$ cat config.mk
export PLATFORM = sky130hd
export DESIGN_NAME = serial_image_loader
export DESIGN_NICKNAME = d
export VERILOG_FILES = /design/src/rtl/serial_image_loader.sv
export SDC_FILE = /design/constraint.sdc
export NUM_CORES = 1
export LEC_CHECK = 0
export ABC_CLOCK_PERIOD_IN_PS = 8500
export CAP_MARGIN = 20
export CORE_MARGIN = 10
export CORE_UTILIZATION = 55
export DETAILED_ROUTE_END_ITERATION = 6
export PLACE_DENSITY = 0.76
export SKIP_CTS_REPAIR_TIMING = 1
export SLEW_MARGIN = 10
export SYNTH_ARGS = -nofsm -noshare
export SYNTH_HDL_FRONTEND = slang
export SYNTH_SLANG_ARGS = --single-unit
$ cat constraint.sdc
create_clock -name clk -period 8.5 [get_ports clk]
set_input_delay 2.55 -clock clk [delete_from_list [all_inputs] [get_ports clk]]
set_output_delay 2.55 -clock clk [all_outputs]
set_load 0.005 [all_outputs]
$ cat src/rtl/serial_image_loader.sv
`timescale 1ns/1ps
// Frame receiver: parses SYNC, width, height, pixels, checksum from a byte stream
// and issues one frame-memory write per pixel, with coded abort and inter-byte timeout.
module serial_image_loader #(
  parameter logic [7:0]  SYNC_BYTE      = 8'hA5,
  parameter int unsigned TIMEOUT_CYCLES = 1000000
) (
  input  logic        clk,
  input  logic        reset,
  input  logic        rx_ready,
  input  logic [7:0]  rx_data,
  output logic        mem_we,
  output logic [15:0] mem_addr,
  output logic [7:0]  mem_data,
  output logic        busy,
  output logic        done,
  output logic        error,
  output logic [1:0]  err_code,
  output logic [7:0]  image_width,
  output logic [7:0]  image_height
);

  typedef enum logic [2:0] {IDLE, WIDTH, HEIGHT, PIXELS, CHECK} state_t;

  localparam logic [23:0] TIMEOUT_VAL = 24'(TIMEOUT_CYCLES);

  state_t      state, state_n;
  logic        rx_ready_d;
  logic        accept;
  logic [15:0] remaining, remaining_n;
  logic [15:0] addr, addr_n;
  logic [15:0] area;
  logic [7:0]  sum, sum_n;
  logic [23:0] tcount, tcount_n;
  logic        mem_we_n, done_n, error_n;
  logic [15:0] mem_addr_n;
  logic [7:0]  mem_data_n, width_n, height_n;
  logic [1:0]  err_code_n;

  // Only the rising edge of rx_ready counts, so a held level yields one byte.
  assign accept = rx_ready & ~rx_ready_d;
  assign area   = {8'd0, image_width} * {8'd0, rx_data};
  assign busy   = (state != IDLE);

  always_ff @(posedge clk or posedge reset) begin
    if (reset) begin
      state        <= IDLE;
      rx_ready_d   <= 1'b0;
      remaining    <= '0;
      addr         <= '0;
      sum          <= '0;
      tcount       <= '0;
      mem_we       <= 1'b0;
      mem_addr     <= '0;
      mem_data     <= '0;
      done         <= 1'b0;
      error        <= 1'b0;
      err_code     <= 2'b00;
      image_width  <= '0;
      image_height <= '0;
    end else begin
      state        <= state_n;
      rx_ready_d   <= rx_ready;
      remaining    <= remaining_n;
      addr         <= addr_n;
      sum          <= sum_n;
      tcount       <= tcount_n;
      mem_we       <= mem_we_n;
      mem_addr     <= mem_addr_n;
      mem_data     <= mem_data_n;
      done         <= done_n;
      error        <= error_n;
      err_code     <= err_code_n;
      image_width  <= width_n;
      image_height <= height_n;
    end
  end

  always_comb begin
    state_n     = state;
    remaining_n = remaining;
    addr_n      = addr;
    sum_n       = sum;
    tcount_n    = (state == IDLE) ? 24'd0 : tcount + 24'd1;
    mem_we_n    = 1'b0;
    mem_addr_n  = mem_addr;
    mem_data_n  = mem_data;
    done_n      = 1'b0;
    error_n     = 1'b0;
    err_code_n  = err_code;
    width_n     = image_width;
    height_n    = image_height;

    // An accepted byte takes priority over a timeout on the same edge.
    if (accept) begin
      tcount_n = '0;
      unique case (state)
        IDLE: begin
          if (rx_data == SYNC_BYTE) state_n = WIDTH;
        end
        WIDTH: begin
          width_n = rx_data;
          state_n = HEIGHT;
        end
        HEIGHT: begin
          height_n = rx_data;
          if (image_width == 8'd0 || rx_data == 8'd0) begin
            error_n    = 1'b1;
            err_code_n = 2'b10;
            state_n    = IDLE;
          end else begin
            remaining_n = area;
            addr_n      = '0;
            sum_n       = '0;
            state_n     = PIXELS;
          end
        end
        PIXELS: begin
          mem_we_n    = 1'b1;
          mem_addr_n  = addr;
          mem_data_n  = rx_data;
          addr_n      = addr + 16'd1;
          sum_n       = sum + rx_data;
          remaining_n = remaining - 16'd1;
          if (remaining == 16'd1) state_n = CHECK;
        end
        CHECK: begin
          if (rx_data == sum) begin
            done_n = 1'b1;
          end else begin
            error_n    = 1'b1;
            err_code_n = 2'b11;
          end
          state_n = IDLE;
        end
        default: state_n = IDLE;
      endcase
    end else if (state != IDLE && tcount == TIMEOUT_VAL) begin
      error_n    = 1'b1;
      err_code_n = 2'b01;
      state_n    = IDLE;
      tcount_n   = '0;
    end
  end

endmodule
Yosys cells after proc, flatten, opt, wreduce, memory -nomap -nowiden
Cells that the tools add are included.

storage, ports and cells
  word-level logic and storage cells = 79
  flip-flop bits (word level) = 113
  output and inout port bits = 46

cells by class
  multipliers = 1
  multiplexer cells = 30
  equality and inequality tests = 14
  bitwise operators = 2
  $add $sub $neg = 4
  reduce and logical (&&, ||, !) cells = 14

operator list
  cell                                                                  count
  24-bit 2-to-1 mux                                                     3
  16-bit one-hot mux with 2 select lines                                2
  16-bit 2-to-1 mux                                                     2
  24-bit by 1-bit adder with 24-bit output, second input constant       1
  24-bit by 20-bit == test with 1-bit output, second input constant     1
  16-bit by 1-bit adder with 16-bit output, second input constant       1
  16-bit by 1-bit == test with 1-bit output, second input constant      1
  8-bit zero test                                                       2
  8-bit by 8-bit multiplier with 16-bit output                          1
  8-bit one-hot mux with 2 select lines                                 1
  16-bit by 1-bit subtractor with 16-bit output, second input constant  1
  3-bit 2-to-1 mux                                                      4
  3-bit one-hot mux with 4 select lines                                 1
  2-bit 2-to-1 mux                                                      5
  1-bit 2-to-1 mux                                                      9
  3-bit inequality test, second input constant                          3
  8-bit adder                                                           1
  8-bit == test                                                         1
  8-bit == test, second input constant                                  1
  8-bit 2-to-1 mux                                                      1
  3-bit by 2-bit == test with 1-bit output, second input constant       2
  2-bit AND reduction                                                   3
  3-bit AND reduction                                                   2
  2-bit one-hot mux with 2 select lines                                 1
  other kinds (14)                                                      15

Logic depth before layout (Yosys ltp)
Gate-level depths: netlist (run 1).

  depth in word-level cells = 5
  gate-level depth with buffers = 17
  mapped depth without buffers = 16

Worst setup path after synthesis (run 1)
No wires, ideal clock.

  kind = input to register
  start point = input rx_data[7]
  end point = register remaining[14]
  path buffers = 1
  data arrival time = 6.312 ns
  library setup time = 0.094 ns
  slack = 2.094 ns
  data required time = 8.406 ns
  cell stages on the path = 16
  path through = clkbuf_1 nand2_1 fa_1 fa_1 inv_1 fa_1 inv_1 fa_1 inv_1 ha_1 nor3_1 nor2_1 a31oi_1 a21oi_1 o211a_1 a211oi_1

between the ends
  longest elaborated chain between the ends = 4
  elaborated cells between the ends (all ways) = 7

RTL lines
  item                                                                                                  line  RTL
  from (decl)                                                                                           11    input logic [7:0] rx_data,
  parallel branches: the longest is 4 deep, another holds 8-bit by 8-bit multiplier with 16-bit output  --
  to (signal assigned)                                                                                  64    remaining <= remaining_n;
  to (decl)                                                                                             30    logic [15:0] remaining, remaining_n;

Parallel ways; which one is timed is not known. The select of a mux whose other input is x is not followed.
A chain may end at the register's enable or synchronous reset.

Final worst setup path (run 1)
  start point = input rx_data[7]
  end point = register remaining[15]

The elaborated chain is that of the path after synthesis.

==> results of run 1 <==
-- stage by stage --
stage               power [W]  instances
global placement     0.003044       1014
floorplan            0.002482        811
CTS                  0.003903       1046
global route         0.004273       1047
finish               0.003915       1047
detailed placement   0.003097       1014
-- worst max-delay path: cells and delay by family --
family	cells	cell delay, ps
buffers and inverters	4	1000
adders and majority gates	5	2500
xor gates and xnor gates	1	260
and+or+nand+nor	1	170
AOI/OAI and AO/OA	5	850
-- state kept, by name (all words and copies together), names as in the netlist --
signal        cells
addr             16
done              1
err_code          2
error             1
image_height      8
image_width       8
mem_addr         16
mem_data          8
mem_we            1
remaining        16
rx_ready_d        1
state             3
sum               8
tcount           24
-- layout by cell type (no fill, tap or decap), types with 4 or more instances in the layout --
master           synthesis  routed
or3_1                    5       5
and2_1                  55      55
bufinv_16                0       4
nor2_1                  62      62
a21oi_1                 27      27
o21ai_0                 34      34
nand4_1                 10      10
and3_1                   9       9
nor4_1                  15      15
xnor2_1                 33      33
inv_1                   57      56
clkbuf_16                0      17
xor2_1                  19      19
or4_1                    4       4
and4_1                   5       5
nand3_1                 24      24
o31ai_1                  4       4
dfrtp_1                113     113
clkdlybuf4s50_1          0      56
a22o_1                   4       4
nor2b_1                  5       5
mux2_2                  16      16
nand2_1                126     126
a211oi_1                 4       4
a21o_1                   5       5
fa_1                    37      37
o211ai_1                 4       4
nor3_1                  17      17
ha_1                    48      48
buf_4                    0       4
-- power groups by stage --
stage	clock network, W	registers (W)	logic (W)
floorplan	0	0.000784	0.00170
global placement	0	0.000835	0.00221
detailed placement	0	0.000845	0.00225
CTS	0.000769	0.000840	0.00229
global route	0.000798	0.000865	0.00261
finish	0.000763	0.000844	0.00231
-- worst max-delay path by stage --
stage                          start       endpoint  slack, ps
after global routing      rx_data[7]  remaining[14]       1190
after global placement    rx_data[7]  remaining[14]       1270
final                     rx_data[7]  remaining[15]       1420
after detailed placement  rx_data[7]  remaining[14]       1150
after CTS                 rx_data[7]  remaining[15]       1480
after floorplan           rx_data[7]  remaining[14]       2090
-- logic make-up (layout without fill, tap and decap cells) --
logic type,Yosys count,count (layout),synth area share [%]
buf+inv,90,150,4.633
simple gates,347,347,22.37
xor+xnor,52,52,6.045
compound gates,106,106,8.967
flops,113,113,37.53
mux,18,18,2.657
fa+ha+maj,85,85,17.80
-- final cells by class --
type                    count  area, um2  area share (%)
multi-input cells         608       4358           49.13
flip-flops and latches    113       2828           31.88
repair buffers             61      618.1           6.968
clock buffers              17      425.4           4.795
well taps                 176      220.2           2.482
inverters                  57      216.5           2.440
clock inverters            15      205.2           2.313
-- metal layers --
| metal | part of all wire, % | wire length, um |
|---|---|---|
| met5 | 0 | 0 |
| met2 | 49 | 9273 |
| met3 | 6.8 | 1280 |
| met4 | 2.6 | 498 |
| met1 | 41 | 7743 |
==> reports/metrics.csv, run 1 <==
stage;metric;value;unit
critical_path;worstReg2RegStart;image_width[0];
outcome;status;finished, final reports clean;
timing;hold-worst-slack;473.8;ps
route;via_per_inst;5.836;
final_layout;drive_gt1_share;6.774;%
critical_path;r2r_slack;3820;ps
power;p_int;0.002211;W
final_layout;utilization;66.46;%
placed_design;dp_slack;1147;ps
yosys;synthesis.instances;811;
placed_design;place_area;0.008213;mm2
timing;layout_setup_ws;1424;ps
critical_path;required;8770;ps
yosys;ys_types;54;
yosys;synthesis.nets;907;
power;p_clk_share;19.5;%
clock_tree;clock-sinks;113;
yosys;synth_top_area_cell;dfrtp_1;
critical_path;critPathCaptureType;flop;
route;first_iter_violations;546;
yosys;ys_async_sr_fraction;100.0;%
yosys;ys_ff_latch;113;
yosys;synth.most_common_cell;nand2_1;
placed_design;gp_congestion;0.8918;
yosys;seq_area_frac_synth;37.53;%
timing;grt_setup_unrepaired;no;
timing;worst_clock_skew;7.685;ps
timing;layout_worst_path_cycle_share;83.25;%
critical_path;crit_path_max_incr_delay;850;ps
final_layout;areaGrowthSynthToFinish;17.74;%
clock_tree;ctsLongestPathBuffers;2;
route;routed_wirelength;18800;um
final_layout;fill_cells;1045;
timing;tns;0;ps
route;drcViolationCount;0;
critical_path;r2r_end;remaining[15];
timing;finalSetupViolCount;0;
placed_design;dp_hpwl;13090;um
floorplanning;fp.dieArea;0.01878;mm2
clock_tree;clkLatencyLatePin;420;ps
yosys;synth_edf_count;0;
grt;grt.met2_usage;36.10;%
floorplanning;die_w;137.0;um
yosys;yosysWarnings;0;
grt;grt_pass1_vias;6470;
job;drv_cap;0;
critical_path;start_kind;input pin;
grt;met3_usage;4.729;%
timing;slew_headroom;35.67;%
grt;grt-ovfl-total;0;
clock_tree;cts_tree;built;
route;drt-pass1-iter-count;7;
grt;grt_max_degree;75;
critical_path;cp_slowest_cell;clkdlybuf4s50_1;
clock_tree;h-tree-depth;4;
yosys;synth_area;0.007535;mm2
yosys;synth_top_area_share;37.53;%
critical_path;critical_path_class;in -> reg;
clock_tree;clkSlewWorstSetupHoldPaths;60;ps
grt;grt_pass1_wl;31820;um
route;antenna_left;0;
power;ir_worst_vdd;0.2809;mV
timing;slew_violations;0;
final_layout;final_area;0.008871;mm2
floorplanning;core;0.01335;mm2
timing;hold_viol;0;
yosys;synthTopCellsByCount;126 x nand2_1, 113 x dfrtp_1, 62 x nor2_1;
placed_design;io_buffers;56;
power;pwr-share-seq;21.6;%
yosys;synth.avg_cell_area;9.291;um2
min_path;hold_start;mem_addr[2];
power;power_density;441.3;mW/mm2
critical_path;cp.arrival;7340;ps
timing;worst_pin_slew;964.9;ps
yosys;yosys-top-cells-area;dfrtp_1 38%, fa_1 9.8%, ha_1 8.0%;
min_path;min_to;mem_addr[2];
floorplanning;row_count;42;
min_path;hold_depth;2;
timing;fmax;141.3;MHz
grt;antenna_found_initial;0;
power;p_leak;4.138;nW
floorplanning;pin_count;57;
critical_path;cp_cell_sequence;clkdlybuf4s50_1 -> nand2_1 -> fa_1 -> fa_1 -> inv_1 -> fa_1 -> inv_1 -> fa_1 -> inv_1 -> ha_1 -> o21a_1 -> o31a_1 -> o211ai_1 -> o21ai_0 -> xnor2_1 -> o22ai_1;
final_layout;layout.nets;954;
power;switching_share;43.51;%
floorplanning;die_h;137.0;um
power;p_switching;0.001703;W
final_layout;diodes;0;
power;pwr-share-comb;59.0;%
min_path;hold_class;reg -> reg;
yosys;ys.flop_type;dfrtp_1;
clock_tree;cts_inserted_buffers;17;
grt;grtUsageTotal;21.28;%
grt;grt_busiest_layer;met2;
critical_path;critical_path.max_fanout;15;
timing;period_needed;7076;ps
route;detail_route.wl_per_cell;17.95;um
grt;met1_usage;26.00;%
route;vias;6110;
critical_path;path_common_cell;fa_1;
clock_tree;clockRootBuffer;clkbuf_16;
floorplanning;start_util;56.45;%
critical_path;r2r_cells;15;
No activity file was read; power rests on OpenSTA's default activity.
==> run 2: changes to the inputs <==
--- a/config.mk
+++ b/config.mk
@@ -5,12 +5,12 @@
 export SDC_FILE = /design/constraint.sdc
 export NUM_CORES = 1
 export LEC_CHECK = 0
-export ABC_CLOCK_PERIOD_IN_PS = 8500
+export ABC_CLOCK_PERIOD_IN_PS = 6000
 export CAP_MARGIN = 20
 export CORE_MARGIN = 10
-export CORE_UTILIZATION = 55
+export CORE_UTILIZATION = 54
 export DETAILED_ROUTE_END_ITERATION = 6
-export PLACE_DENSITY = 0.76
+export PLACE_DENSITY = 0.77
 export SKIP_CTS_REPAIR_TIMING = 1
 export SLEW_MARGIN = 10
 export SYNTH_ARGS = -nofsm -noshare
==> constraint.sdc (replaced) <==
create_clock -name clk -period 6 [get_ports clk]
set_input_delay 1.8 -clock clk [delete_from_list [all_inputs] [get_ports clk]]
set_output_delay 1.8 -clock clk [all_outputs]
set_load 0.005 [all_outputs]
==> run 2 against run 1 <==
  * Wire length up 2.2%
  * Worst hold slack lost 1.5 ps
  * Largest power group unchanged
  * Global-route usage shrank 0.85 points
  * Flip-flop and latch count unchanged
  * Register-to-register slack worse by 2400 ps
  * Final cell count up 3.9%
  * Via count up 0.97%
  * Utilization decreased by 0.65 points
  * Count of clock-buffer cells in the layout stayed put
  * Clock skew is 7.5 ps higher
==> reports/metrics.csv, run 2 (synthesized netlist as in run 1, its figures left out) <==
stage;metric;value;unit;change
floorplanning;row_count;43;;+2.4%
timing;hold_viol;0;;unchanged
timing;worst_clock_skew;15.21;ps;+7.529 ps
route;via_per_inst;5.670;;-2.8%
clock_tree;cts_inserted_buffers;17;;unchanged
timing;period_needed;5749;ps;
critical_path;start_kind;input pin;;
critical_path;critical_path.max_fanout;8;;-7
floorplanning;pin_count;57;;unchanged
final_layout;utilization;65.81;%;-0.65 points
route;drcViolationCount;0;;unchanged
clock_tree;clkSlewWorstSetupHoldPaths;60;ps;about the same
placed_design;gp_congestion;0.9241;;+3.6%
route;detail_route.wl_per_cell;17.66;um;-1.6%
critical_path;r2r_slack;1430;ps;-2390 ps
route;antenna_left;0;;unchanged
min_path;hold_depth;2;;unchanged
timing;slew_headroom;26.51;%;-9.2 points
timing;layout_worst_path_cycle_share;95.82;%;
route;routed_wirelength;19220;um;+2.2%
placed_design;dp_hpwl;13920;um;+6.4%
timing;slew_violations;0;;unchanged
critical_path;r2r_cells;15;;unchanged
power;p_leak;4.287;nW;+3.6%
grt;grt_pass1_wl;32210;um;+1.2%
critical_path;required;6350;ps;-2420 ps
min_path;hold_class;reg -> reg;;
clock_tree;cts_tree;built;;
critical_path;cp_slowest_cell;clkdlybuf4s50_1;;
grt;grt_pass1_vias;6334;;-2.1%
final_layout;regMostFlops;tcount;;
route;first_iter_violations;512;;-6.2%
final_layout;layout.cells.non_filler;1088;;+3.9%
floorplanning;core;0.01377;mm2;+3.2%
timing;tns;0;ps;unchanged
final_layout;layout.nets;991;;+3.9%
timing;fmax;173.9;MHz;
grt;grtUsageTotal;20.43;%;-0.85 points
critical_path;crit_path_max_incr_delay;620;ps;-230 ps
timing;finalSetupViolCount;0;;unchanged
critical_path;critPathCaptureType;flop;;
clock_tree;ctsLongestPathBuffers;2;;unchanged
clock_tree;h-tree-depth;4;;unchanged
critical_path;critical_path_class;in -> reg;;
clock_tree;clockRootBuffer;clkbuf_16;;
critical_path;crit_buf_inv;4;;unchanged
final_layout;diodes;0;;unchanged
floorplanning;die_h;138.1;um;+0.79%
final_layout;final_common_cell;nand2_1;;
grt;antenna_found_initial;0;;unchanged
final_layout;fill_cells;1105;;+5.7%
floorplanning;start_util;54.71;%;-1.7 points
min_path;hold_start;mem_data[2];;
clock_tree;clock-sinks;113;;unchanged
outcome;status;finished, final reports clean;;
timing;worst_pin_slew;1098;ps;+133.4 ps
power;ir_worst_vdd;0.6292;mV;+120%
final_layout;largest_reg_flops;24;;unchanged
placed_design;io_buffers;56;;unchanged
grt;grt-ovfl-total;0;;unchanged
final_layout;areaGrowthSynthToFinish;20.29;%;
route;vias;6169;;+0.97%
floorplanning;die_w;138.1;um;+0.79%
min_path;min_to;mem_data[2];;
critical_path;cp_cell_sequence;clkdlybuf4s50_1 -> nand2_1 -> fa_1 -> fa_1 -> inv_1 -> fa_1 -> inv_1 -> fa_1 -> inv_1 -> ha_1 -> nor3_1 -> nor2_1 -> a31oi_1 -> a21oi_1 -> o211a_1 -> a211oi_1;;
job;drv_cap;0;;unchanged
placed_design;dp.cells;1056;;+4.1%
final_layout;drive_gt1_share;10.57;%;+3.8 points
power;power_density;642.0;mW/mm2;+45%
critical_path;worstReg2RegStart;image_width[0];;
clock_tree;clkLatencyLatePin;440;ps;+20 ps
grt;grt_max_degree;47;;-37%
critical_path;path_delay_family;adder cells;;
critical_path;path_common_cell;fa_1;;
timing;grt_setup_unrepaired;no;;
floorplanning;fp.dieArea;0.01908;mm2;+1.6%
critical_path;r2r_end;remaining[14];;
route;drt-pass1-iter-count;7;;unchanged
critical_path;cp.arrival;6100;ps;-1240 ps
final_layout;mostFrequentLayoutCells;126 x nand2_1, 113 x dfrtp_1, 62 x nor2_1, 56 x inv_1, 56 x clkdlybuf4s50_1;;
## run 2: where the power goes
part,internal (W),total (W),switching [W]
combinational,0.00180,0.00366,0.00187
sequential,0.000955,0.00120,0.000243
clock,0.000570,0.000957,0.000387
## run 2: cell type report
type                            instances  area [um2]  area share [%]
Clock buffer                           17       425.4           4.694
Clock inverter                         15       135.1           1.491
Inverter                               57       216.5           2.388
Multi-Input combinational cell        608        4358           48.08
Sequential cell                       113        2828           31.20
Tap cell                              180       225.2           2.485
Timing Repair Buffer                   98       875.8           9.663
## run 2: worst max-delay path by stage
stage                           from       endpoint  slack [ps]  cells after the start
after floorplan           rx_data[7]  remaining[14]         340                     16
after global placement    rx_data[3]  remaining[14]        -130                     16
after detailed placement  rx_data[3]  remaining[14]        -180                     16
after CTS                 rx_data[3]  remaining[14]         250                     16
after global routing      rx_data[3]  remaining[14]           8                     16
final                     rx_data[3]  remaining[14]         250                     16
## run 2: worst min-delay path: cells and delay by family, from the launching register on
kind | cells | cell delay, ps
flops | 1 | 340
simple gates | 2 | 100
## run 2: per-layer routing
metal  wire [um]  GRT usage (%)
met1        7854          24.50
met3        1232          5.822
met2        9522          33.94
met4         607          7.880
met5           0              0
## run 2: through the flow
step	area (um2)	hold slack [ps]	setup WS, ps	power, W
3_3_place_gp	8503	457.3	-129.1	0.004761
6_report	9064	472.2	250.9	0.005819
2_1_floorplan	7535	453.8	343.8	0.003516
5_1_grt	9064	504.7	8.197	0.006417
4_1_cts	9064	475.4	247.0	0.005848
3_5_place_dp	8503	462.1	-181.0	0.004851
==> run 3: changes to the inputs <==
--- a/config.mk
+++ b/config.mk
@@ -16,3 +16,4 @@
 export SYNTH_ARGS = -nofsm -noshare
 export SYNTH_HDL_FRONTEND = slang
 export SYNTH_SLANG_ARGS = --single-unit
+export TNS_END_PERCENT = 1
==> results of run 3 <==
The final DEF is identical to that of run 2; final timing and power are the same.
